===== src/rtl/mem_port_arbiter_if.sv =====
// Bus bundle between the I/D requesters, the shared memory port and mem_port_arbiter.
// The slave modport is the arbiter's view; master is the requester/memory side.
interface mem_port_arbiter_if;
  logic        IReq;
  logic [63:0] IAddr;
  logic        IReady;
  logic [31:0] IRdata;
  logic        DReq;
  logic        DWr;
  logic [63:0] DAddr;
  logic [63:0] DWdata;
  logic        DReady;
  logic [63:0] DRdata;
  logic [63:0] MemAddr;
  logic [63:0] MemWdata;
  logic        MemWr;
  logic [63:0] MemRdata;
  logic        Busy;
  logic        Owner;

  modport slave (
    input  IReq, IAddr, DReq, DWr, DAddr, DWdata, MemRdata,
    output IReady, IRdata, DReady, DRdata, MemAddr, MemWdata, MemWr, Busy, Owner
  );

  modport master (
    output IReq, IAddr, DReq, DWr, DAddr, DWdata, MemRdata,
    input  IReady, IRdata, DReady, DRdata, MemAddr, MemWdata, MemWr, Busy, Owner
  );
endinterface


===== src/rtl/mem_port_arbiter.sv =====
// Shares one 64-bit memory port between instruction fetch (I) and load/store (D).
// IDLE grants round-robin, ACCESS counts the memory latency, RESP pulses the ready.
module mem_port_arbiter #(
  parameter int unsigned MEM_LAT = 1
) (
  input  logic                Clk,
  input  logic                Reset,
  mem_port_arbiter_if.slave   bus
);

  localparam int unsigned CW = $clog2(MEM_LAT + 1);

  typedef enum logic [1:0] {
    S_IDLE,
    S_ACCESS,
    S_RESP
  } state_t;

  state_t      r_state;
  state_t      w_next;
  logic [CW-1:0] r_cnt;
  logic        r_owner;
  logic        r_last;
  logic        r_wr;
  logic [63:0] r_addr;
  logic [63:0] r_wdata;
  logic [63:0] r_drdata;
  logic [31:0] r_irdata;

  logic        w_any;
  logic        w_gnt_d;
  logic        w_gnt_wr;
  logic        w_last_beat;

  assign w_any       = bus.IReq | bus.DReq;
  // On conflict the port that did not own the last grant wins.
  assign w_gnt_d     = bus.DReq & (~bus.IReq | ~r_last);
  assign w_gnt_wr    = w_gnt_d & bus.DWr;
  assign w_last_beat = (r_state == S_ACCESS) && (r_cnt == CW'(1));

  always_comb begin
    w_next = r_state;
    case (r_state)
      S_IDLE:   if (w_any) w_next = S_ACCESS;
      S_ACCESS: if (w_last_beat) w_next = S_RESP;
      S_RESP:   w_next = S_IDLE;
      default:  w_next = S_IDLE;
    endcase
  end

  always_ff @(posedge Clk or posedge Reset) begin
    if (Reset) begin
      r_state <= S_IDLE;
    end else begin
      r_state <= w_next;
    end
  end

  always_ff @(posedge Clk or posedge Reset) begin
    if (Reset) begin
      r_cnt    <= '0;
      r_owner  <= 1'b0;
      r_last   <= 1'b0;
      r_wr     <= 1'b0;
      r_addr   <= '0;
      r_wdata  <= '0;
      r_drdata <= '0;
      r_irdata <= '0;
    end else begin
      if ((r_state == S_IDLE) && w_any) begin
        r_owner <= w_gnt_d;
        r_last  <= w_gnt_d;
        r_wr    <= w_gnt_wr;
        r_addr  <= w_gnt_d ? bus.DAddr : bus.IAddr;
        r_wdata <= w_gnt_d ? bus.DWdata : '0;
        r_cnt   <= w_gnt_wr ? CW'(1) : CW'(MEM_LAT);
      end
      if (r_state == S_ACCESS) begin
        r_cnt <= r_cnt - CW'(1);
        if (w_last_beat && !r_wr) begin
          if (r_owner) begin
            r_drdata <= bus.MemRdata;
          end else begin
            r_irdata <= bus.MemRdata[31:0];
          end
        end
      end
    end
  end

  // Writes load a count of 1, so ACCESS of a write is a single cycle and the strobe is that cycle.
  assign bus.MemWr    = (r_state == S_ACCESS) && r_wr;
  assign bus.IReady   = (r_state == S_RESP) && !r_owner;
  assign bus.DReady   = (r_state == S_RESP) && r_owner;
  assign bus.Busy     = (r_state != S_IDLE);
  assign bus.Owner    = r_owner;
  assign bus.MemAddr  = r_addr;
  assign bus.MemWdata = r_wdata;
  assign bus.IRdata   = r_irdata;
  assign bus.DRdata   = r_drdata;

endmodule


===== src/flat_wrapper.sv =====
// flat-port wrapper written by rule: the top's interface ports become plain ports
module mem_port_arbiter_flat 
#(
  parameter int unsigned MEM_LAT = 1
)
  (Clk, Reset, bus_IReq, bus_IAddr, bus_DReq, bus_DWr, bus_DAddr, bus_DWdata, bus_MemRdata, bus_IReady, bus_IRdata, bus_DReady, bus_DRdata, bus_MemAddr, bus_MemWdata, bus_MemWr, bus_Busy, bus_Owner);
  mem_port_arbiter_if bus_i ();
  input  logic Clk;
  input  logic Reset;
  input wire logic [$bits(bus_i.IReq)-1:0] bus_IReq;
  input wire logic [$bits(bus_i.IAddr)-1:0] bus_IAddr;
  input wire logic [$bits(bus_i.DReq)-1:0] bus_DReq;
  input wire logic [$bits(bus_i.DWr)-1:0] bus_DWr;
  input wire logic [$bits(bus_i.DAddr)-1:0] bus_DAddr;
  input wire logic [$bits(bus_i.DWdata)-1:0] bus_DWdata;
  input wire logic [$bits(bus_i.MemRdata)-1:0] bus_MemRdata;
  output wire logic [$bits(bus_i.IReady)-1:0] bus_IReady;
  output wire logic [$bits(bus_i.IRdata)-1:0] bus_IRdata;
  output wire logic [$bits(bus_i.DReady)-1:0] bus_DReady;
  output wire logic [$bits(bus_i.DRdata)-1:0] bus_DRdata;
  output wire logic [$bits(bus_i.MemAddr)-1:0] bus_MemAddr;
  output wire logic [$bits(bus_i.MemWdata)-1:0] bus_MemWdata;
  output wire logic [$bits(bus_i.MemWr)-1:0] bus_MemWr;
  output wire logic [$bits(bus_i.Busy)-1:0] bus_Busy;
  output wire logic [$bits(bus_i.Owner)-1:0] bus_Owner;
  assign bus_i.IReq = bus_IReq;
  assign bus_i.IAddr = bus_IAddr;
  assign bus_i.DReq = bus_DReq;
  assign bus_i.DWr = bus_DWr;
  assign bus_i.DAddr = bus_DAddr;
  assign bus_i.DWdata = bus_DWdata;
  assign bus_i.MemRdata = bus_MemRdata;
  assign bus_IReady = bus_i.IReady;
  assign bus_IRdata = bus_i.IRdata;
  assign bus_DReady = bus_i.DReady;
  assign bus_DRdata = bus_i.DRdata;
  assign bus_MemAddr = bus_i.MemAddr;
  assign bus_MemWdata = bus_i.MemWdata;
  assign bus_MemWr = bus_i.MemWr;
  assign bus_Busy = bus_i.Busy;
  assign bus_Owner = bus_i.Owner;
  mem_port_arbiter #(.MEM_LAT(MEM_LAT)) u_core (.Clk(Clk), .Reset(Reset), .bus(bus_i));
endmodule

===== config.mk =====
export PLATFORM = sky130hd
export DESIGN_NAME = mem_port_arbiter_flat
export DESIGN_NICKNAME = d
export VERILOG_FILES = /design/src/rtl/mem_port_arbiter_if.sv /design/src/rtl/mem_port_arbiter.sv /design/src/flat_wrapper.sv
export SDC_FILE = /design/constraint.sdc
export NUM_CORES = 1
export LEC_CHECK = 0
export ABC_AREA = 1
export BUFFER_PORTS_ARGS = -buffer_cell sky130_fd_sc_hd__buf_4
export CAP_MARGIN = 10
export CORE_AREA = 5 5 188 190
export DETAILED_ROUTE_END_ITERATION = 12
export DIE_AREA = 0 0 193 195
export HOLD_SLACK_MARGIN = 0.1
export PLACE_DENSITY = 0.55
export SETUP_SLACK_MARGIN = 0.1
export SYNTH_ARGS = -nofsm -noshare
export SYNTH_HDL_FRONTEND = slang
export SYNTH_SLANG_ARGS = --single-unit
export TNS_END_PERCENT = 50

===== constraint.sdc =====
create_clock -name Clk -period 9.1 [get_ports Clk]
set_clock_uncertainty 0.05 [all_clocks]
set_input_delay 1.365 -clock Clk [delete_from_list [all_inputs] [get_ports Clk]]
set_output_delay 1.365 -clock Clk [all_outputs]
set_load 0.05 [all_outputs]

==> results of run 1 <==
==> cell families after synthesis <==
logic type	count (synthesis)	share of synthesized area (%)
and+or+nand+nor	819	36.0
DFF	229	57.2
buffers and inverters	157	6.60
AOI/OAI and AO/OA	4	0.200
==> final timing paths <==
path	startpoint	end	slack, ps	cells after the start
max	u_core.bus.Owner	bus_DReady	5130	4
min	u_core.bus.DRdata[50]	u_core.bus.DRdata[50]	420	2
max reg2reg	u_core.bus.Owner	u_core.r_wr	6080	7
min reg2reg	u_core.bus.DRdata[50]	u_core.bus.DRdata[50]	420	2
max in group asynchronous	Reset	u_core.bus.MemWdata[8]	6710	3
min in group asynchronous	Reset	u_core.bus.DRdata[48]	890	2
==> layout by cell type (no fill, tap or decap), drive strengths merged <==
cell | synthesis | routed
clkinvlp | 0 | 2
nor3 | 2 | 2
buf | 52 | 500
clkbuf | 33 | 38
nand2 | 519 | 519
nand3 | 226 | 226
nand4 | 2 | 2
nand3b | 64 | 64
o21ai | 4 | 4
nor2 | 6 | 6
dfrtp | 229 | 229
inv | 72 | 74
clkinv | 0 | 8
==> registers in the layout (all words and copies together) (netlist names) <==
| name | flops |
|---|---|
| u_core.r_state | 2 |
| u_core.r_cnt | 1 |
| u_core.bus.Owner | 1 |
| u_core.bus.MemAddr | 64 |
| u_core.bus.DRdata | 64 |
| u_core.bus.MemWdata | 64 |
| u_core.bus.IRdata | 32 |
| u_core.r_wr | 1 |
==> final cells by class <==
type                            instances  area [sq um]
Multi-Input combinational cell        823          3670
Fill cell                            3370         18400
Clock inverter                         12          72.6
Timing Repair Buffer                  500          3750
Inverter                               72           278
Clock buffer                           38           777
Sequential cell                       229          5730
Tap cell                              448           561
==> stage by stage <==
step	hold slack, ps	util, %	worst slack, ps
5_1_grt	436	44.6	4930
3_3_place_gp	404	42.0	4860
6_report	420	44.6	5130
2_1_floorplan	474	-	1410
3_5_place_dp	410	42.0	4950
4_1_cts	425	44.6	5030
==> routing by layer <==
| layer | up-vias | wire length (um) |
|---|---|---|
| li1 | 4712 | - |
| met3 | 45 | 3820 |
| met2 | 360 | 18300 |
| met1 | 4480 | 14600 |
| met5 | - | 0 |
| met4 | 0 | 694 |
==> report_power, final <==
group | internal [mW] | switching (mW) | total [mW]
clock | 0.596 | 0.439 | 1.03
combinational | 1.05 | 2.92 | 3.97
sequential | 1.53 | 0.302 | 1.83
total | 3.17 | 3.66 | 6.84
==> worst register-to-register path, stage by stage, from the launching register on <==
cell	delay, ps
dfrtp_2	330
buf_4	630
nand2_2	140
nand2_2	80
buf_4	560
inv_2	650
nand3_1	320
o21ai_0	110
==> PnR_summary.wiki, run 1 <==
{| class="wikitable"
! Metric !! Value
|-
| Seq/Total Area, Yosys || 57.2%
|-
| Final Max Tran Viols || 0
|-
| Async set or reset register ratio after synthesis || 100%
|-
| Worst stage delay on the critical path || 630 ps
|-
| Die ar. || ~38,000 sq um
|-
| Total length of routed wires || around 37,000 um
|-
| Cell area after synthesis || between 10,000 and 15,000 sq um
|-
| Average cell area after synthesis || ~8.3 sq um
|-
| Core Region || 33,300 sq um
|-
| Top cell types by occurrence after synthesis || nand2_1 (519), dfrtp_1 (229), nand3_1 (226)
|-
| Maximum fanout encountered on the critical timing path || 69
|-
| Final total power || 6.84 mW
|-
| Syn Nets || roughly 1,500
|-
| Number of instances in the synthesized netlist || around 1,200
|-
| Met3 routing resource usage after global routing || under 10%
|-
| Worst-case clock buffer depth || 3
|-
| Kind of cell adding the most delay to the critical path || buffers and inverters
|-
| Detailed-router iteration count before antenna repair || 5
|-
| Crit. End Element || output port
|-
| Layout Cells excl Fill || between 2,000 and 2,500
|-
| Most common cell in the synthesized netlist || nand2_1
|-
| Count of endpoints failing setup in the final report || 0
|-
| Most numerous cell on the critical path || buf_4
|-
| Total number of H-tree levels || 1
|-
| Antenna violation net count after detailed routing || 0
|-
| MaxCap Viol Count || 0
|-
| Initial Util || around 30%
|-
| Highest attainable clock frequency || 0.252 GHz
|-
| Count of unique library cells instantiated by Yosys || 17
|-
| Pin count of the biggest net entering global routing || 103
|-
| Slowest library cell on the worst path || buf_4
|-
| Total placed instance area || between 10,000 and 15,000 sq um
|-
| Die Ht || 195 um
|-
| Synthesis Warnings || 0
|-
| Share of layout cells above drive strength 1 || 33.3%
|-
| # placed instances || around 2,100
|-
| Peak supply drop || approximately 230 uV
|-
| Via total after detailed routing || ~9,600
|-
| Vias in the first global route || just under 10,000
|-
| RSZ-0062 raised after global routing || false
|-
| First-pass GRT wire length || around 57,000 um
|-
| Crit path time final || around 4000 ps
|-
| Post-CTS setup repair buffer count || 0
|-
| Prevailing post-synth register cell || dfrtp_1
|-
| Area share of the leading cell type in the synthesized netlist || 57.2%
|-
| Io pins || between 400 and 500
|-
| Finished layout cell area || 14,800 sq um
|-
| Clock tree root driver cell || clkbuf_16
|-
| Summed negative setup slack over all endpoints || 0 ps
|-
| Critical path arrival || roughly 2600 ps
|-
| Num rows || 67
|-
| Final routed DRC violation total || 0
|-
| Main area contributors after synthesis || dfrtp_1 (57%), nand2_1 (19%), nand3_1 (11%)
|-
| Global routing met2 resource utilization || between 30% and 40%
|-
| Fin crit share || a little over two fifths
|-
| Power density relative to cell area || about 460 nW/um^2
|-
| Clock tree from TritonCTS || yes
|-
| Critical path launch point type || flip-flop
|-
| GRT overflow || 0
|-
| Iter 0 DRT Violations || ~470
|-
| Diodes inserted || 0
|-
| Cts hold-fix bufs || 0
|-
| Chain of cells forming the critical path || buf_4 -> inv_2 -> nor3_1 -> buf_4
|-
| Reg clk slew, reported paths || 60 ps
|-
| Worst Path Buf+Inv || 3
|-
| Num CTS Buffers || 27
|-
| Grt met1 use || a little under a quarter
|-
| Initial antenna violation count || 0
|-
| #FFs+latches synth || between 200 and 250
|-
| Measured slew at the worst slew-check pin || roughly 1200 ps
|-
| Dpl hpwl || around 26,000 um
|-
| Routed length per placed instance || 17.6 um
|-
| Number of sinks driven by the clock tree || 229
|-
| Run status || finished, final reports clean
|-
| Final number of hold-violating endpoints || 0
|-
| Post-cts gate resize count || 0
|-
| Number of enable-type register cells in the synthesized netlist || 0
|-
| # port buffers || between 400 and 500
|-
| Cell leakage power || between 8 and 9 nW
|-
| Kind of critical path || flip-flop to output port
|-
| Area growth, synth to finish || 48.0%
|-
| X dimension of the die || between 150 and 200 um
|-
| Routed vias/inst || roughly 4.5
|-
| Most Crowded Layer GR || met2
|-
| Relative slew margins || 20.3%
|-
| Routability congestion estimate || 0.833
|-
| Clock insertion delay at the later pin of the skew report || between 500 and 600 ps
|-
| Final net count || 1,914
|-
| Data required, critical path || 7690 ps
|-
| Overall global routing resource usage || about a fifth
|-
| Min-Delay Path Class || flip-flop to flip-flop
|-
| Dominant cell type by area after synthesis || dfrtp_1
|}
(Power assumes the default switching activity.)
==> run 2, diff against run 1 <==
--- a/config.mk
+++ b/config.mk
@@ -8,11 +8,11 @@
 export ABC_AREA = 1
 export BUFFER_PORTS_ARGS = -buffer_cell sky130_fd_sc_hd__buf_4
 export CAP_MARGIN = 10
-export CORE_AREA = 5 5 188 190
+export CORE_AREA = 5 5 186 188
 export DETAILED_ROUTE_END_ITERATION = 12
-export DIE_AREA = 0 0 193 195
+export DIE_AREA = 0 0 191 193
 export HOLD_SLACK_MARGIN = 0.1
-export PLACE_DENSITY = 0.55
+export PLACE_DENSITY = 0.58
 export SETUP_SLACK_MARGIN = 0.1
 export SYNTH_ARGS = -nofsm -noshare
 export SYNTH_HDL_FRONTEND = slang
==> constraint.sdc (replaced) <==
create_clock -name Clk -period 3.41 [get_ports Clk]
set_clock_uncertainty 0.05 [all_clocks]
set_input_delay 0.5115 -clock Clk [delete_from_list [all_inputs] [get_ports Clk]]
set_output_delay 0.5115 -clock Clk [all_outputs]
set_load 0.05 [all_outputs]
==> PnR_summary.wiki, run 2 (same netlist as run 1, synthesis figures left out) <==
{| class="wikitable"
! Metric !! Value
|-
| Pin count of the biggest net entering global routing || 129 (+25%)
|-
| Detailed-router iteration count before antenna repair || 4 (-1)
|-
| # port buffers || 489 (unchanged)
|-
| Hold Startpoint || bus_DWdata[37]
|-
| Maximum fanout encountered on the critical timing path || 34 (-51%)
|-
| Post-CTS setup repair buffer count || 0 (unchanged)
|-
| Diodes inserted || 0 (unchanged)
|-
| Iter 0 DRT Violations || 429 (-9.5%)
|-
| Count of endpoints failing setup in the final report || 0 (unchanged)
|-
| # placed instances || 2,076 (+0.19%)
|-
| Num CTS Buffers || 25 (-7.4%)
|-
| Critical path startpoint || u_core.bus.Owner
|-
| Clock insertion delay at the later pin of the skew report || 520 ps (about the same)
|-
| Worst stage delay on the critical path || 790 ps (+160 ps)
|-
| Antenna violation net count after detailed routing || 0 (unchanged)
|-
| Clock tree root driver cell || clkbuf_16
|-
| Routability congestion estimate || 0.824 (-1.1%)
|-
| Final number of hold-violating endpoints || 0 (unchanged)
|-
| Minimum setup slack after placement || 1310 ps (-3640 ps)
|-
| MaxCap Viol Count || 0 (unchanged)
|-
| Total placed instance area || 14,100 sq um (+0.81%)
|-
| Finished layout cell area || 15,000 sq um (+1.2%)
|-
| Overall global routing resource usage || 19.3% (+0.41 points)
|-
| Reg clk slew, reported paths || 70 ps (about the same)
|-
| Initial antenna violation count || 0 (unchanged)
|-
| First-pass GRT wire length || 56,400 um (-0.67%)
|-
| Vias in the first global route || 9,885 (+1.8%)
|-
| Worst-case clock buffer depth || 3 (unchanged)
|-
| Total number of H-tree levels || 1 (unchanged)
|-
| Run status || finished, final reports clean
|-
| Worst Path Buf+Inv || 2 (-1)
|-
| Measured slew at the worst slew-check pin || 777 ps (-418 ps)
|-
| Share of layout cells above drive strength 1 || 33.4% (+0.14 points)
|-
| Final net count || 1,917 (+0.16%)
|-
| Final routed DRC violation total || 0 (unchanged)
|-
| Post-cts gate resize count || 0 (unchanged)
|-
| Crit. End Element || output port
|-
| Critical path launch point type || flip-flop
|-
| Io pins || 490 (unchanged)
|-
| Cts hold-fix bufs || 1 (+1)
|-
| Min setup slack post-route || 888 ps (-4240 ps)
|-
| Core Region || 32,900 sq um (-1.0%)
|-
| Highest-count cells in the layout ignoring fill and taps || nand2_1 (517), buf_4 (497), dfrtp_1 (228)
|-
| Routed vias/inst || 4.56 (+0.75%)
|-
| Die Ht || 193 um (-1.0%)
|-
| Reg-to-reg critical path startpoint || u_core.bus.Owner
|-
| Routed length per placed instance || 17.6 um (-0.37%)
|-
| Area growth, synth to finish || 49.8%
|-
| Clock tree from TritonCTS || yes
|-
| Data required, critical path || 2850 ps (-4840 ps)
|-
| Slowest library cell on the worst path || dfrtp_2
|-
| Total of fill cells in the finished design || 3,334 (-1.1%)
|-
| Highest attainable clock frequency || between 0.3 and 0.4 GHz
|-
| Fin crit share || approximately three quarters
|-
| GRT overflow || 0 (unchanged)
|-
| Critical path arrival || 1960 ps (-590 ps)
|-
| Most frequent standard cell in the layout excluding fill and tap cells || nand2_1
|-
| Min-Delay Path Class || primary input to flip-flop
|-
| X dimension of the die || 191 um (-1.0%)
|-
| Dpl hpwl || 26,600 um (+0.81%)
|-
| Crit path time final || roughly 2500 ps
|-
| Post-Route Utilization || 45.6% (+0.98 points)
|-
| Num rows || 67 (unchanged)
|-
| Relative slew margins || 48.1% (+28 points)
|-
| Layout Cells excl Fill || 2,121 (-0.047%)
|-
| Final Max Tran Viols || 0 (unchanged)
|-
| Cell leakage power || 8.37 nW (+0.91%)
|-
| Number of sinks driven by the clock tree || 229 (unchanged)
|-
| Initial Util || 30.4% (+0.31 points)
|-
| Total length of routed wires || 37,300 um (-0.42%)
|-
| Via total after detailed routing || 9,664 (+0.70%)
|-
| Summed negative setup slack over all endpoints || 0 ps (unchanged)
|-
| RSZ-0062 raised after global routing || false
|-
| Die ar. || 36,900 sq um (-2.1%)
|-
| Peak supply drop || 528 uV (+130%)
|-
| Kind of cell adding the most delay to the critical path || flip-flops
|-
| Kind of critical path || flip-flop to output port
|-
| Power density relative to cell area || 1230 nW/um^2 (+170%)
|-
| Chain of cells forming the critical path || inv_2 -> nor3_1 -> buf_4
|}
## run 2: cell types whose count changed in the layout (fill, tap and decap cells not counted)
| cell | previous run | this run |
|---|---|---|
| clkbuf_8 | 6 | 12 |
| bufinv_16 | 0 | 3 |
| buf_12 | 0 | 7 |
| inv_6 | 2 | 0 |
| clkinvlp_4 | 2 | 1 |
| clkbuf_1 | 5 | 1 |
| clkinv_2 | 8 | 3 |
| dlygate4sd3_1 | 0 | 1 |
| buf_4 | 500 | 497 |
| inv_8 | 1 | 0 |
| clkbuf_16 | 27 | 25 |
## run 2: worst paths after layout
kind                                           end  cells after the start  slack, ps
setup / recovery                        bus_DReady                      3        890
hold / removal             u_core.bus.MemWdata[37]                      3        160
min in group asynchronous   u_core.bus.MemAddr[50]                      3        420
max in group asynchronous  u_core.bus.MemWdata[41]                      4       2140
setup reg to reg            u_core.bus.MemAddr[46]                      6       1350
hold reg to reg              u_core.bus.DRdata[56]                      2        420
## run 2: worst min-delay path: stages
cell     delay (ps)
buf_4            80
nand3_1          60
nand2_1          50
## run 2: power breakdown
group	internal (mW)	switching [mW]	total [mW]
combinational	2.85	7.73	10.6
sequential	4.09	0.861	4.95
clock	1.82	1.12	2.94
total	8.76	9.70	18.5
## run 2: layer usage
metal,vias to the layer above,wire [um],track usage [%]
met5,-,0,0
met3,62,3490,5.64
met2,387,18400,34.0
li1,4727,-,-
met4,0,1000,5.14
met1,4488,14300,23.2
## run 2: area by class of cell
type                            instances  area [sq um]  share of cell area, %
Sequential cell                       229          5730                   38.2
Tap cell                              448           561                   3.73
Clock buffer                           38           795                   5.29
Multi-Input combinational cell        823          3670                   24.4
Timing Repair Buffer                  505          3880                   25.8
Clock inverter                          6           105                  0.700
Inverter                               72           274                   1.82
## run 2: per-stage QoR
stage	hold slack, ps	total power [mW]
global route	145	19.5
CTS	128	18.7
finish	161	18.5
floorplan	474	12.0
global placement	393	15.6
detailed placement	392	15.7
==> run 3, diff against run 2 <==
--- a/config.mk
+++ b/config.mk
@@ -8,11 +8,11 @@
 export ABC_AREA = 1
 export BUFFER_PORTS_ARGS = -buffer_cell sky130_fd_sc_hd__buf_4
 export CAP_MARGIN = 10
-export CORE_AREA = 5 5 186 188
+export CORE_AREA = 5 5 188 190
 export DETAILED_ROUTE_END_ITERATION = 12
-export DIE_AREA = 0 0 191 193
+export DIE_AREA = 0 0 193 195
 export HOLD_SLACK_MARGIN = 0.1
-export PLACE_DENSITY = 0.58
+export PLACE_DENSITY = 0.55
 export SETUP_SLACK_MARGIN = 0.1
 export SYNTH_ARGS = -nofsm -noshare
 export SYNTH_HDL_FRONTEND = slang
==> constraint.sdc (replaced) <==
create_clock -name Clk -period 2.5 [get_ports Clk]
set_clock_uncertainty 0.05 [all_clocks]
set_input_delay 0.375 -clock Clk [delete_from_list [all_inputs] [get_ports Clk]]
set_output_delay 0.375 -clock Clk [all_outputs]
set_load 0.05 [all_outputs]
==> PnR_summary.wiki, run 3 (same netlist as run 1, synthesis figures left out) <==
{| class="wikitable"
! Metric !! Value
|-
| Run status || finished, final reports clean
|-
| Total placed instance area || 14,100 sq um (+0.25%)
|-
| Crit. End Element || flip-flop
|-
| Detailed-router iteration count before antenna repair || 5 (+1)
|-
| Count of endpoints failing setup in the final report || 0 (unchanged)
|-
| Final Max Tran Viols || 0 (unchanged)
|-
| Initial antenna violation count || 0 (unchanged)
|-
| Die Ht || 195 um (+1.0%)
|-
| Die ar. || 37,600 sq um (+2.1%)
|-
| Diodes inserted || 0 (unchanged)
|-
| Iter 0 DRT Violations || 428 (-0.23%)
|-
| Maximum fanout encountered on the critical timing path || 65 (+91%)
|-
| Critical path launch point type || flip-flop
|-
| Min-Delay Path Class || primary input to flip-flop
|-
| Post-Route Utilization || 52.2% (+6.6 points)
|-
| Pin count of the biggest net entering global routing || 107 (-17%)
|-
| Kind of critical path || flip-flop to flip-flop
|-
| Internal reg-to-reg setup slack || 250 ps (-1100 ps)
|-
| MaxCap Viol Count || 0 (unchanged)
|-
| Share of layout cells above drive strength 1 || 29.5% (-4.0 points)
|-
| Crit path time final || roughly 2300 ps
|-
| Data required, critical path || 2910 ps (+60 ps)
|-
| Total number of H-tree levels || 1 (unchanged)
|-
| Cell leakage power || 9.26 nW (+11%)
|-
| Vias in the first global route || 11,132 (+13%)
|-
| Finished layout cell area || 17,400 sq um (+16%)
|-
| Antenna violation net count after detailed routing || 0 (unchanged)
|-
| Fin crit share || between 90% and 100%
|-
| Critical path arrival || 2670 ps (+710 ps)
|-
| Highest attainable clock frequency || 0.444 GHz
|-
| Core Region || 33,300 sq um (+1.0%)
|-
| # port buffers || 489 (unchanged)
|-
| Initial Util || 30.1% (-0.31 points)
|-
| Post-CTS setup repair buffer count || 0 (unchanged)
|-
| Final number of hold-violating endpoints || 0 (unchanged)
|-
| Clock tree from TritonCTS || yes
|-
| Worst-case clock buffer depth || 3 (unchanged)
|-
| Clock tree root driver cell || clkbuf_16
|-
| Relative slew margins || 62.2% (+14 points)
|-
| Routability congestion estimate || 0.813 (-1.3%)
|-
| Total length of routed wires || 41,000 um (+10%)
|-
| Dpl hpwl || 27,500 um (+3.3%)
|-
| Final routed DRC violation total || 0 (unchanged)
|-
| X dimension of the die || 193 um (+1.0%)
|-
| Measured slew at the worst slew-check pin || 567 ps (-210 ps)
|-
| Highest-count cells in the layout ignoring fill and taps || nand2_1 (517), buf_4 (497), dlygate4sd3_1 (232)
|-
| Most frequent standard cell in the layout excluding fill and tap cells || nand2_1
|-
| Number of sinks driven by the clock tree || 229 (unchanged)
|-
| First-pass GRT wire length || 62,900 um (+12%)
|-
| Routed length per placed instance || 17.4 um (-1.0%)
|-
| Num CTS Buffers || 27 (+8.0%)
|-
| Peak supply drop || 1000 uV (+90%)
|-
| Final net count || 2,153 (+12%)
|-
| RSZ-0062 raised after global routing || false
|-
| GRT overflow || 0 (unchanged)
|-
| Num rows || 67 (unchanged)
|-
| Clock insertion delay at the later pin of the skew report || 530 ps (about the same)
|-
| Routed vias/inst || 4.57 (+0.30%)
|-
| Area growth, synth to finish || 73.2%
|-
| Overall global routing resource usage || 20.6% (+1.4 points)
|-
| Via total after detailed routing || 10,781 (+12%)
|-
| Reg clk slew, reported paths || 60 ps (about the same)
|-
| Io pins || 490 (unchanged)
|-
| Power density relative to cell area || 1490 nW/um^2 (+22%)
|}
run 3: cell types whose count changed in the layout (fill, tap and decap cells not counted), moves of 3 or more:
cell | before | now
clkinvlp_4 | 1 | 5
dlygate4sd3_1 | 1 | 232
clkbuf_8 | 12 | 5
clkbuf_1 | 1 | 4
run 3: final timing paths:
path,start,depth (start not counted),end
setup / recovery,u_core.r_state[0],7,u_core.bus.MemAddr[17]
max in group asynchronous,Reset,4,u_core.bus.DRdata[39]
hold reg to reg,u_core.bus.IRdata[10],2,u_core.bus.IRdata[10]
min in group asynchronous,Reset,3,u_core.bus.MemAddr[53]
hold / removal,bus_IAddr[61],5,u_core.bus.MemAddr[61]
setup reg to reg,u_core.r_state[0],7,u_core.bus.MemAddr[17]
run 3: metal layers:
layer	vias to the layer above	part of all wire (%)	track usage, %
met4	0	3.3	6.50
met3	77	8.9	5.38
met5	-	0	0
met1	5107	39	25.6
li1	5192	-	-
met2	405	49	35.1
run 3: layout make-up:
type / instances / area (sq um)
multi-input combinational: 823 / 3670
sequential: 229 / 5730
inverter: 72 / 274
tap: 448 / 561
clock buffer: 36 / 759
clock inverter: 12 / 131
fill: 3067 / 15900
timing repair buffer: 739 / 6240
run 3: power breakdown:
part	total, mW	switching, mW	internal, mW
logic	15.3	10.9	4.39
clock network	3.95	1.61	2.34
registers	6.74	1.16	5.58
total	25.9	13.6	12.3
run 3: what timing repair did:
| item | CTS | global route |
|---|---|---|
| setup endpoints to repair | 0 | 41 |
| hold endpoints to repair | 361 | 0 |
| resized for setup | 0 | 2 |
| hold buffers | 232 | 0 |
run 3: critical path, cell delays in order (launching register included):
cell and delay (ps):
dfrtp_1 460, inv_1 110, nand2_1 140, nor2_4 130, buf_6 410, nand3_1 150
dlygate4sd3_1 590, nand2_1 60
run 3: metrics by stage:
step	TNS (ps)	hold slack [ps]	setup slack, ps	cells	power (mW)
after global routing	0	121	104	2359	27.4
after detailed placement	0	274	498	2079	21.5
after global placement	0	275	519	2079	21.4
final	0	124	246	2359	25.9
after floorplan	-210480	463	-919	1209	16.4
after CTS	0	101	139	2359	26.2
